===== src/rtl/bz_melody_seq_if.sv =====
// Bus between the note sequencer and its host / beat counter.
// master: host side (start/stop) plus the beat counter's finish pulse.
// slave : the sequencer itself.
interface bz_melody_seq_if;
  logic        start;
  logic        stop;
  logic        beat_finish;
  logic        beat_en;
  logic [27:0] beat_cnt_parameter;
  logic        tone_en;
  logic [17:0] tone_div;
  logic [3:0]  note_idx;
  logic        busy;
  logic        done;

  modport master (
    output start, stop, beat_finish,
    input  beat_en, beat_cnt_parameter, tone_en, tone_div, note_idx, busy, done
  );

  modport slave (
    input  start, stop, beat_finish,
    output beat_en, beat_cnt_parameter, tone_en, tone_div, note_idx, busy, done
  );
endinterface


===== src/rtl/bz_melody_seq.sv =====
// Buzzer note sequencer: steps through a song ROM, programs the beat counter
// (duration/enable) and the tone generator (half-period/enable), and inserts
// a silent gap between notes.
// Build option: define BZ_LOOP_EN to loop the song forever (no done pulse).
module bz_melody_seq #(
  parameter int unsigned CLK_HZ     = 50_000_000,
  parameter int unsigned BEAT_TICKS = 12_500_000,
  parameter int unsigned GAP_TICKS  = 2_500_000,
  parameter int unsigned SONG_LEN   = 8
) (
  input logic            clk,
  input logic            rstn,
  bz_melody_seq_if.slave bus
);

  typedef enum logic [2:0] {IDLE, LOAD, PLAY, GAP, DONE} state_t;

  localparam logic [3:0] LAST_IDX = 4'(SONG_LEN - 1);

  state_t      state, state_nx;
  logic [3:0]  idx, idx_nx;
  logic [31:0] gap_cnt, gap_nx;
  logic        ben, ben_nx;
  logic [27:0] param, param_nx;
  logic        ten, ten_nx;
  logic [17:0] div, div_nx;
  logic        busy, busy_nx;
  logic        done, done_nx;

  logic [5:0]  entry;
  logic [2:0]  pitch;
  logic [2:0]  beats;

  // Song ROM entry: {pitch[2:0], beats[2:0]}
  function automatic logic [5:0] rom(input logic [3:0] i);
    case (i)
      4'd0:    rom = {3'd1, 3'd1};
      4'd1:    rom = {3'd1, 3'd1};
      4'd2:    rom = {3'd5, 3'd1};
      4'd3:    rom = {3'd5, 3'd1};
      4'd4:    rom = {3'd6, 3'd1};
      4'd5:    rom = {3'd6, 3'd1};
      4'd6:    rom = {3'd5, 3'd2};
      4'd7:    rom = {3'd0, 3'd1};
      default: rom = '0;
    endcase
  endfunction

  // Half-period divider for pitches C4..B4; pitch 0 is a rest
  function automatic logic [17:0] div_of(input logic [2:0] p);
    case (p)
      3'd1:    div_of = 18'(CLK_HZ / (2 * 262));
      3'd2:    div_of = 18'(CLK_HZ / (2 * 294));
      3'd3:    div_of = 18'(CLK_HZ / (2 * 330));
      3'd4:    div_of = 18'(CLK_HZ / (2 * 349));
      3'd5:    div_of = 18'(CLK_HZ / (2 * 392));
      3'd6:    div_of = 18'(CLK_HZ / (2 * 440));
      3'd7:    div_of = 18'(CLK_HZ / (2 * 494));
      default: div_of = '0;
    endcase
  endfunction

  assign entry = rom(idx);
  assign pitch = entry[5:3];
  assign beats = (entry[2:0] == 3'd0) ? 3'd1 : entry[2:0];

  // State and registered outputs
  always_ff @(posedge clk or negedge rstn) begin
    if (!rstn) begin
      state   <= IDLE;
      idx     <= '0;
      gap_cnt <= '0;
      ben     <= 1'b0;
      param   <= '0;
      ten     <= 1'b0;
      div     <= '0;
      busy    <= 1'b0;
      done    <= 1'b0;
    end else begin
      state   <= state_nx;
      idx     <= idx_nx;
      gap_cnt <= gap_nx;
      ben     <= ben_nx;
      param   <= param_nx;
      ten     <= ten_nx;
      div     <= div_nx;
      busy    <= busy_nx;
      done    <= done_nx;
    end
  end

  // Next state and next output values; outputs are computed one cycle ahead
  // so that every port is a flop and reflects the state it belongs to.
  always_comb begin
    state_nx = state;
    idx_nx   = idx;
    gap_nx   = gap_cnt;
    ben_nx   = ben;
    param_nx = param;
    ten_nx   = ten;
    div_nx   = div;
    case (state)
      IDLE: begin
        if (bus.start) begin
          state_nx = LOAD;
          idx_nx   = '0;
        end
      end
      LOAD: begin
        state_nx = PLAY;
        param_nx = 28'(BEAT_TICKS * 32'(beats) - 1);
        div_nx   = div_of(pitch);
        ben_nx   = 1'b1;
        ten_nx   = (pitch != 3'd0);
      end
      PLAY: begin
        if (bus.beat_finish) begin
          state_nx = GAP;
          ben_nx   = 1'b0;
          ten_nx   = 1'b0;
          gap_nx   = '0;
        end
      end
      GAP: begin
        if (gap_cnt == GAP_TICKS - 1) begin
          if (idx == LAST_IDX) begin
`ifdef BZ_LOOP_EN
            state_nx = LOAD;
            idx_nx   = '0;
`else
            state_nx = DONE;
`endif
          end else begin
            state_nx = LOAD;
            idx_nx   = idx + 4'd1;
          end
        end else begin
          gap_nx = gap_cnt + 32'd1;
        end
      end
      DONE: begin
        state_nx = IDLE;
        idx_nx   = '0;
        param_nx = '0;
        div_nx   = '0;
      end
      default: state_nx = IDLE;
    endcase
    if (bus.stop) begin
      state_nx = IDLE;
      idx_nx   = '0;
      gap_nx   = '0;
      ben_nx   = 1'b0;
      param_nx = '0;
      ten_nx   = 1'b0;
      div_nx   = '0;
    end
    busy_nx = (state_nx != IDLE);
    done_nx = (state_nx == DONE);
  end

  assign bus.beat_en            = ben;
  assign bus.beat_cnt_parameter = param;
  assign bus.tone_en            = ten;
  assign bus.tone_div           = div;
  assign bus.note_idx           = idx;
  assign bus.busy               = busy;
  assign bus.done               = done;

endmodule

===== src/flat_wrapper.sv =====
// flat-port wrapper written by rule: the top's interface ports become plain ports
module bz_melody_seq_flat 
#(
  parameter int unsigned CLK_HZ     = 50_000_000,
  parameter int unsigned BEAT_TICKS = 12_500_000,
  parameter int unsigned GAP_TICKS  = 2_500_000,
  parameter int unsigned SONG_LEN   = 8
)
  (clk, rstn, bus_start, bus_stop, bus_beat_finish, bus_beat_en, bus_beat_cnt_parameter, bus_tone_en, bus_tone_div, bus_note_idx, bus_busy, bus_done);
  bz_melody_seq_if bus_i ();
  input logic clk;
  input logic rstn;
  input wire logic [$bits(bus_i.start)-1:0] bus_start;
  input wire logic [$bits(bus_i.stop)-1:0] bus_stop;
  input wire logic [$bits(bus_i.beat_finish)-1:0] bus_beat_finish;
  output wire logic [$bits(bus_i.beat_en)-1:0] bus_beat_en;
  output wire logic [$bits(bus_i.beat_cnt_parameter)-1:0] bus_beat_cnt_parameter;
  output wire logic [$bits(bus_i.tone_en)-1:0] bus_tone_en;
  output wire logic [$bits(bus_i.tone_div)-1:0] bus_tone_div;
  output wire logic [$bits(bus_i.note_idx)-1:0] bus_note_idx;
  output wire logic [$bits(bus_i.busy)-1:0] bus_busy;
  output wire logic [$bits(bus_i.done)-1:0] bus_done;
  assign bus_i.start = bus_start;
  assign bus_i.stop = bus_stop;
  assign bus_i.beat_finish = bus_beat_finish;
  assign bus_beat_en = bus_i.beat_en;
  assign bus_beat_cnt_parameter = bus_i.beat_cnt_parameter;
  assign bus_tone_en = bus_i.tone_en;
  assign bus_tone_div = bus_i.tone_div;
  assign bus_note_idx = bus_i.note_idx;
  assign bus_busy = bus_i.busy;
  assign bus_done = bus_i.done;
  bz_melody_seq #(.CLK_HZ(CLK_HZ), .BEAT_TICKS(BEAT_TICKS), .GAP_TICKS(GAP_TICKS), .SONG_LEN(SONG_LEN)) u_core (.clk(clk), .rstn(rstn), .bus(bus_i));
endmodule

===== config.mk =====
export PLATFORM = sky130hd
export DESIGN_NAME = bz_melody_seq_flat
export DESIGN_NICKNAME = d
export VERILOG_FILES = /design/src/rtl/bz_melody_seq_if.sv /design/src/rtl/bz_melody_seq.sv /design/src/flat_wrapper.sv
export SDC_FILE = /design/constraint.sdc
export NUM_CORES = 1
export LEC_CHECK = 0
export BUFFER_PORTS_ARGS = -buffer_cell sky130_fd_sc_hd__buf_2
export CORE_ASPECT_RATIO = 1.2
export CORE_MARGIN = 4
export CORE_UTILIZATION = 59
export CTS_BUF_LIST = sky130_fd_sc_hd__clkbuf_8
export CTS_CLUSTER_DIAMETER = 100
export CTS_CLUSTER_SIZE = 25
export DETAILED_ROUTE_END_ITERATION = 10
export GPL_ROUTABILITY_DRIVEN = 0
export PLACE_DENSITY = 0.85
export SLEW_MARGIN = 20
export SYNTH_ARGS = -nofsm -noshare
export SYNTH_HDL_FRONTEND = slang
export SYNTH_SLANG_ARGS = --single-unit

===== constraint.sdc =====
create_clock -name clk -period 2.42 [get_ports clk]
set_input_delay 0 -clock clk [delete_from_list [all_inputs] [get_ports clk]]
set_output_delay 0 -clock clk [all_outputs]
set_load 0.01 [all_outputs]

==> results of run 1 <==
[flip-flops by register name, indices dropped and copies added (netlist names)]
signal / cells
u_core.bus.tone_div: 15
u_core.bus.beat_en: 1
u_core.bus.beat_cnt_parameter: 7
u_core.bus.tone_en: 1
u_core.state: 3
u_core.bus.note_idx: 4
u_core.bus.done: 1
u_core.bus.busy: 1
u_core.gap_cnt: 32
[cell usage in the layout (no fill, tap or decap), types with 3 or more instances in the layout]
master / netlist / final
a21oi_1: 25 / 25
a22o_1: 11 / 11
a31o_2: 3 / 3
a31oi_1: 5 / 5
and2_1: 3 / 3
and3_1: 5 / 5
buf_2: 6 / 57
buf_4: 26 / 10
bufinv_16: 0 / 5
clkbuf_8: 0 / 9
dfrtp_1: 65 / 65
dlygate4sd3_1: 0 / 3
ha_1: 5 / 5
inv_1: 11 / 11
mux2i_1: 3 / 3
nand2_1: 37 / 37
nand3_1: 21 / 21
nand3b_1: 3 / 3
nand4_1: 13 / 13
nor2_1: 28 / 28
nor3_1: 7 / 7
nor4_1: 4 / 4
nor4_4: 3 / 3
o21ai_0: 20 / 20
o21ai_1: 6 / 6
o31ai_1: 11 / 11
or3_1: 11 / 11
or4_1: 8 / 8
xor2_1: 9 / 9
[cells by family (layout without fill, tap and decap cells)]
family / Yosys count / in the layout / synth area share
DFF: 65 / 65 / 0.445
and+or+nand+nor: 161 / 161 / 0.251
buffers and inverters: 54 / 98 / 0.0842
muxes: 4 / 4 / 0.0113
other: 1 / 1 / 0.00103
xor gates and xnor gates: 10 / 10 / 0.0239
AOI/OAI and AO/OA: 95 / 95 / 0.166
adders and majority gates: 5 / 5 / 0.0171
[where the power goes]
part | internal (mW) | leakage (nW) | total (mW) | switching (mW)
combinational | 0.0832 | 0.938 | 0.221 | 0.138
sequential | 1.12 | 0.897 | 1.14 | 0.0272
clock | 0.894 | 0.140 | 1.34 | 0.449
[stage by stage]
| step | hold slack [ps] | cell area, um2 | setup WS (ps) | instances | power [mW] |
|---|---|---|---|---|---|
| 6_report | 11.0 | 4190 | 266 | 521 | 2.71 |
| 5_1_grt | 32.2 | 4190 | 150 | 521 | 2.80 |
| 4_1_cts | 8.90 | 4190 | 310 | 521 | 2.72 |
| 3_5_place_dp | 57.9 | 3870 | 339 | 502 | 1.38 |
| 3_3_place_gp | 54.4 | 3870 | 408 | 502 | 1.38 |
| 2_1_floorplan | -296 | 3660 | 477 | 395 | 1.31 |
[worst min-delay path, cell delays in order]
cell	delay (ps)
buf_2	130
nand2_1	60
nand2_1	60
a211oi_1	70
[Yosys cell counts (all sizes together), types with 11 or more instances]
master  number  area share
nand4       14       0.026
inv         11       0.011
a21oi       25       0.034
nand3       21       0.029
o21ai       26       0.036
nand2       39       0.043
nor2        28       0.029
dfrtp       65        0.44
o31ai       11       0.023
clkbuf      11       0.011
a22o        11       0.026
buf         32       0.062
or3         11       0.019
[repair_timing]
item                                   4_1_cts  5_1_grt
hold buffers                                 3        0
endpoints found under the hold margin       30        0
gates resized for setup                      0        0
[routing by layer]
metal  part of all wire  vias up  routed length [um]  global-route usage
met5                  0        -                   0                   0
met1               0.40     1565                3360               0.282
met2               0.50      131                4260               0.414
met3              0.065       24                 550              0.0326
li1                   -     1496                   -                   -
met4              0.032        0                 268               0.139
[final timing paths]
check / start / endpoint
worst max-delay path: u_core.state[1] / u_core.bus.note_idx[2]
worst min-delay path: bus_beat_finish / u_core.bus.beat_en
worst max register to register: u_core.state[1] / u_core.bus.note_idx[2]
worst min register to register: u_core.bus.beat_cnt_parameter[11] / u_core.bus.beat_cnt_parameter[11]
max in group asynchronous: rstn / u_core.gap_cnt[19]
min in group asynchronous: rstn / u_core.bus.tone_div[5]
[cell type report]
class | count | area (um2) | share of cell area
Multi-Input combinational cell | 276 | 1720 | 0.411
Sequential cell | 65 | 1630 | 0.388
Timing Repair Buffer | 71 | 410 | 0.0979
Clock inverter | 7 | 166 | 0.0397
Clock buffer | 9 | 124 | 0.0295
Tap cell | 82 | 103 | 0.0245
Inverter | 11 | 41.3 | 0.00984
==> impl_metrics.tcl, run 1 <==
set metrics [dict create \
    fin_skew_ps 9.97 \
    rsz0062_at_grt "no" \
    vias 3216 \
    fp-row-count 31 \
    drt-initial-drc-count 190 \
    clockRootBuffer "clkbuf_8" \
    synthDistinctLibCells 53 \
    grt_pass1_wl_um 14100 \
    period_minus_slack_ps 2150 \
    timing.final.crit_share 0.890 \
    final_util 0.698 \
    n_fill_cell 447 \
    ys_seq_area_frac 0.445 \
    grt_max_degree 31 \
    pin_count 59 \
    clock-sinks 65 \
    drv_slew 0 \
    worstRegToRegCells 5 \
    track_usage 0.240 \
    ant_nets 0 \
    worstSkewPairLatency_ps 350 \
    slowest_delay_ps 510 \
    drv_cap 0 \
    p_per_area_nw_per_um2 645 \
    holdPathStages 4 \
    ys_seq_elements 65 \
    core_um2 6010 \
    reg2reg_slack_ps 270 \
    cts_buffers 9 \
    syn_area_um2 3660 \
    diodes 0 \
    crit_fanout 13 \
    avgSynthCellArea_um2 9.26 \
    fin_nets 444 \
    fmax_mhz 464 \
    crit_required_ps 2640 \
    critPathArrivalTime_ps 2370 \
    die_x_um 79.9 \
    hold_violations 0 \
    ys.flop_type "dfrtp_1" \
    syn-instance-count 395 \
    routed_wl_um 8430 \
    cts_tree "built" \
    path_class "reg -> reg" \
    htreeDepth 3 \
    start_util 0.608 \
    die_area_um2 7530 \
    worst_slew_pin_slew_ps 674 \
    crit_chain "or2_2, o21bai_1, a2bb2oi_1, a31o_2, a21oi_1" \
    post-cts-setup-buffers 0 \
    cp_num_buf_inv 0 \
    path_delay_family "compound AO/OA/AOI/OAI gates" \
    slew_headroom 0.551 \
    ir_worst_vdd_mv 0.493 \
    vias_per_cell 6.17 \
    drive_gt1_frac 0.228 \
    syn_to_final_growth_pct 14.7 \
    die_h_um 94.2 \
    outcome "finished clean" \
    first_global_vias 3091 \
    grt_remaining_overflow 0 \
    setup_violations 0 \
    wl_per_cell_um 16.2 \
    clockBufferDepth 2 \
    hold_class "in -> reg" \
    synth_nets 405 \
    crit_slowest_cell "dfrtp_1" \
    first_pass_iters 5 \
    io_buffers 57 \
    leakage_nw 1.97 \
    cp.depth 5 \
    async_flop_share 1.00 \
    crit_path_end_kind "flop" \
    setup_tns_ps 0 \
    drc 0 \
    synth_edf_count 0 \
    antenna_found_initial 0 \
    hpwl_um 5890 \
    yosys_warnings 0 \
    clk_pin_slew_ps 70 \
    startpoint_type "flop" \
]
Power figures use the tool's default switching activity.
==> run 2: changes to the inputs <==
--- a/config.mk
+++ b/config.mk
@@ -5,6 +5,7 @@
 export SDC_FILE = /design/constraint.sdc
 export NUM_CORES = 1
 export LEC_CHECK = 0
+export ABC_CLOCK_PERIOD_IN_PS = 2200
 export BUFFER_PORTS_ARGS = -buffer_cell sky130_fd_sc_hd__buf_2
 export CORE_ASPECT_RATIO = 1.2
 export CORE_MARGIN = 4
==> constraint.sdc (replaced) <==
create_clock -name clk -period 2.2 [get_ports clk]
set_input_delay 0.22 -clock clk [delete_from_list [all_inputs] [get_ports clk]]
set_output_delay 0.22 -clock clk [all_outputs]
set_load 0.01 [all_outputs]
==> run 2 against run 1 <==
Clock power shrank 25%. Routed wire length grew 0.31%. Worst hold slack gained 110 ps. Clock skew fell by 0.67 ps. Largest power group is now sequential cells.
==> impl_metrics.tcl, run 2 (synthesis results as in run 1) <==
set metrics [dict create \
    timing.final.crit_share 0.941 \
    layout_commonest_cell "dfrtp_1" \
    clkPwrFrac 0.402 \
    slew_headroom 0.578 \
    leakage_nw 1.97 \
    hpwl_um 5900 \
    power_switching_uw 675 \
    crit_required_ps 2470 \
    clk_pin_slew_ps 80 \
    startpoint_type "flop" \
    antenna_found_initial 0 \
    crit_fanout 6 \
    reg2reg_slack_ps 130 \
    drv_cap 0 \
    die_h_um 94.2 \
    final_cells 527 \
    power_mw 2.52 \
    largest_register_ffs 32 \
    die_x_um 79.9 \
    place_ws_ps 129 \
    syn_to_final_growth_pct 13.7 \
    htreeDepth 3 \
    vias 3211 \
    first_pass_iters 5 \
    comb_power_share 0.101 \
    period_minus_slack_ps 2070 \
    crit_start "u_core.gap_cnt[0]" \
    drt-initial-drc-count 265 \
    setup_violations 0 \
    hold_violations 0 \
    clockBufferDepth 2 \
    final_cell_mix "dfrtp_1, buf_2, nand2_1, nor2_1, a21oi_1" \
    reg2reg_to "u_core.gap_cnt[26]" \
    drv_slew 0 \
    routed_wl_um 8460 \
    start_util 0.608 \
    grt_pass1_wl_um 13700 \
    first_global_vias 3016 \
    ant_nets 0 \
    fmax_mhz 483 \
    dp_cells 508 \
    diodes 0 \
    holdPathStages 2 \
    die_area_um2 7530 \
    p_per_area_nw_per_um2 607 \
    setup_tns_ps 0 \
    ir_worst_vdd_mv 0.462 \
    worst_slew_pin_slew_ps 633 \
    final_util 0.691 \
    worstRegToRegCells 7 \
    io_buffers 57 \
    outcome "finished clean" \
    fin_skew_ps 9.30 \
    critPathArrivalTime_ps 2340 \
    hold_class "in -> reg" \
    cts_buffers 9 \
    drive_gt1_frac 0.245 \
    wl_per_cell_um 16.0 \
    grt_max_degree 66 \
    p_seq_frac 0.497 \
    swShare 0.268 \
    rsz0062_at_grt "no" \
    cts_tree "built" \
    fp-row-count 31 \
    fin_nets 450 \
    setup_slack_ps 130 \
    drc 0 \
    vias_per_cell 6.09 \
    regMostFlops "u_core.gap_cnt" \
    path_class "reg -> reg" \
    n_fill_cell 438 \
    grt_remaining_overflow 0 \
    crit_path_end_kind "flop" \
    hold_path.startpoint "bus_start" \
    clock-sinks 65 \
    hold_end "u_core.bus.busy" \
    worstSkewPairLatency_ps 350 \
    r2r_start "u_core.gap_cnt[0]" \
    track_usage 0.234 \
    clockRootBuffer "clkbuf_8" \
    core_um2 6010 \
    p_int_mw 1.85 \
    pin_count 59 \
]
[run 2: final cells by class]
cell class              instances  area, um2  area share
well taps                      82        103      0.0247
inverters                      11       41.3     0.00993
flip-flops and latches         65       1630       0.391
repair buffers                 77        464       0.112
clock inverters                 7       70.1      0.0169
clock buffers                   9        124      0.0298
multi-input cells             276       1730       0.416
[run 2: power by group through the flow]
stage	sequential, mW	clock, mW	combinational (mW)
6_report	1.25	1.01	0.254
5_1_grt	1.26	1.08	0.279
4_1_cts	1.25	1.02	0.256
3_5_place_dp	1.28	0	0.253
3_3_place_gp	1.28	0	0.248
2_1_floorplan	1.29	0	0.156
[run 2: how the worst max path moves through the flow]
stage / to / slack [ps] / depth (start not counted)
floorplan: u_core.gap_cnt[26] / 260 / 6
global placement: u_core.gap_cnt[25] / 190 / 5
detailed placement: u_core.gap_cnt[26] / 130 / 7
CTS: u_core.gap_cnt[26] / 110 / 7
global route: u_core.gap_cnt[29] / 2 / 8
finish: u_core.gap_cnt[26] / 130 / 7
[run 2: routing by layer]
layer / GRT usage / vias to the layer above / wire length (um)
met1: 0.265 / 1542 / 3370
met3: 0.0336 / 27 / 545
li1: - / 1509 / -
met5: 0 / - / 0
met4: 0.128 / 0 / 250
met2: 0.416 / 133 / 4290
[run 2: repair_timing]
action,in CTS,in global routing
setup endpoints to repair,0,3
hold endpoints to repair,65,0
hold buffers,1,0
gates resized for setup,0,2
buffers inserted,0,1
[run 2: through the flow]
stage          hold WS [ps]  instance area (um2)
2_1_floorplan         -75.6                 3660
3_3_place_gp            261                 3930
3_5_place_dp            262                 3930
4_1_cts                 120                 4140
5_1_grt                 139                 4160
6_report                125                 4160
[run 2: worst max-delay path, cell delays in order (launching register included)]
cell	delay, ps
dfrtp_1	410
ha_1	210
nand3_2	140
nor4_2	290
buf_4	180
nand2_2	90
or4_1	500
a21oi_1	180
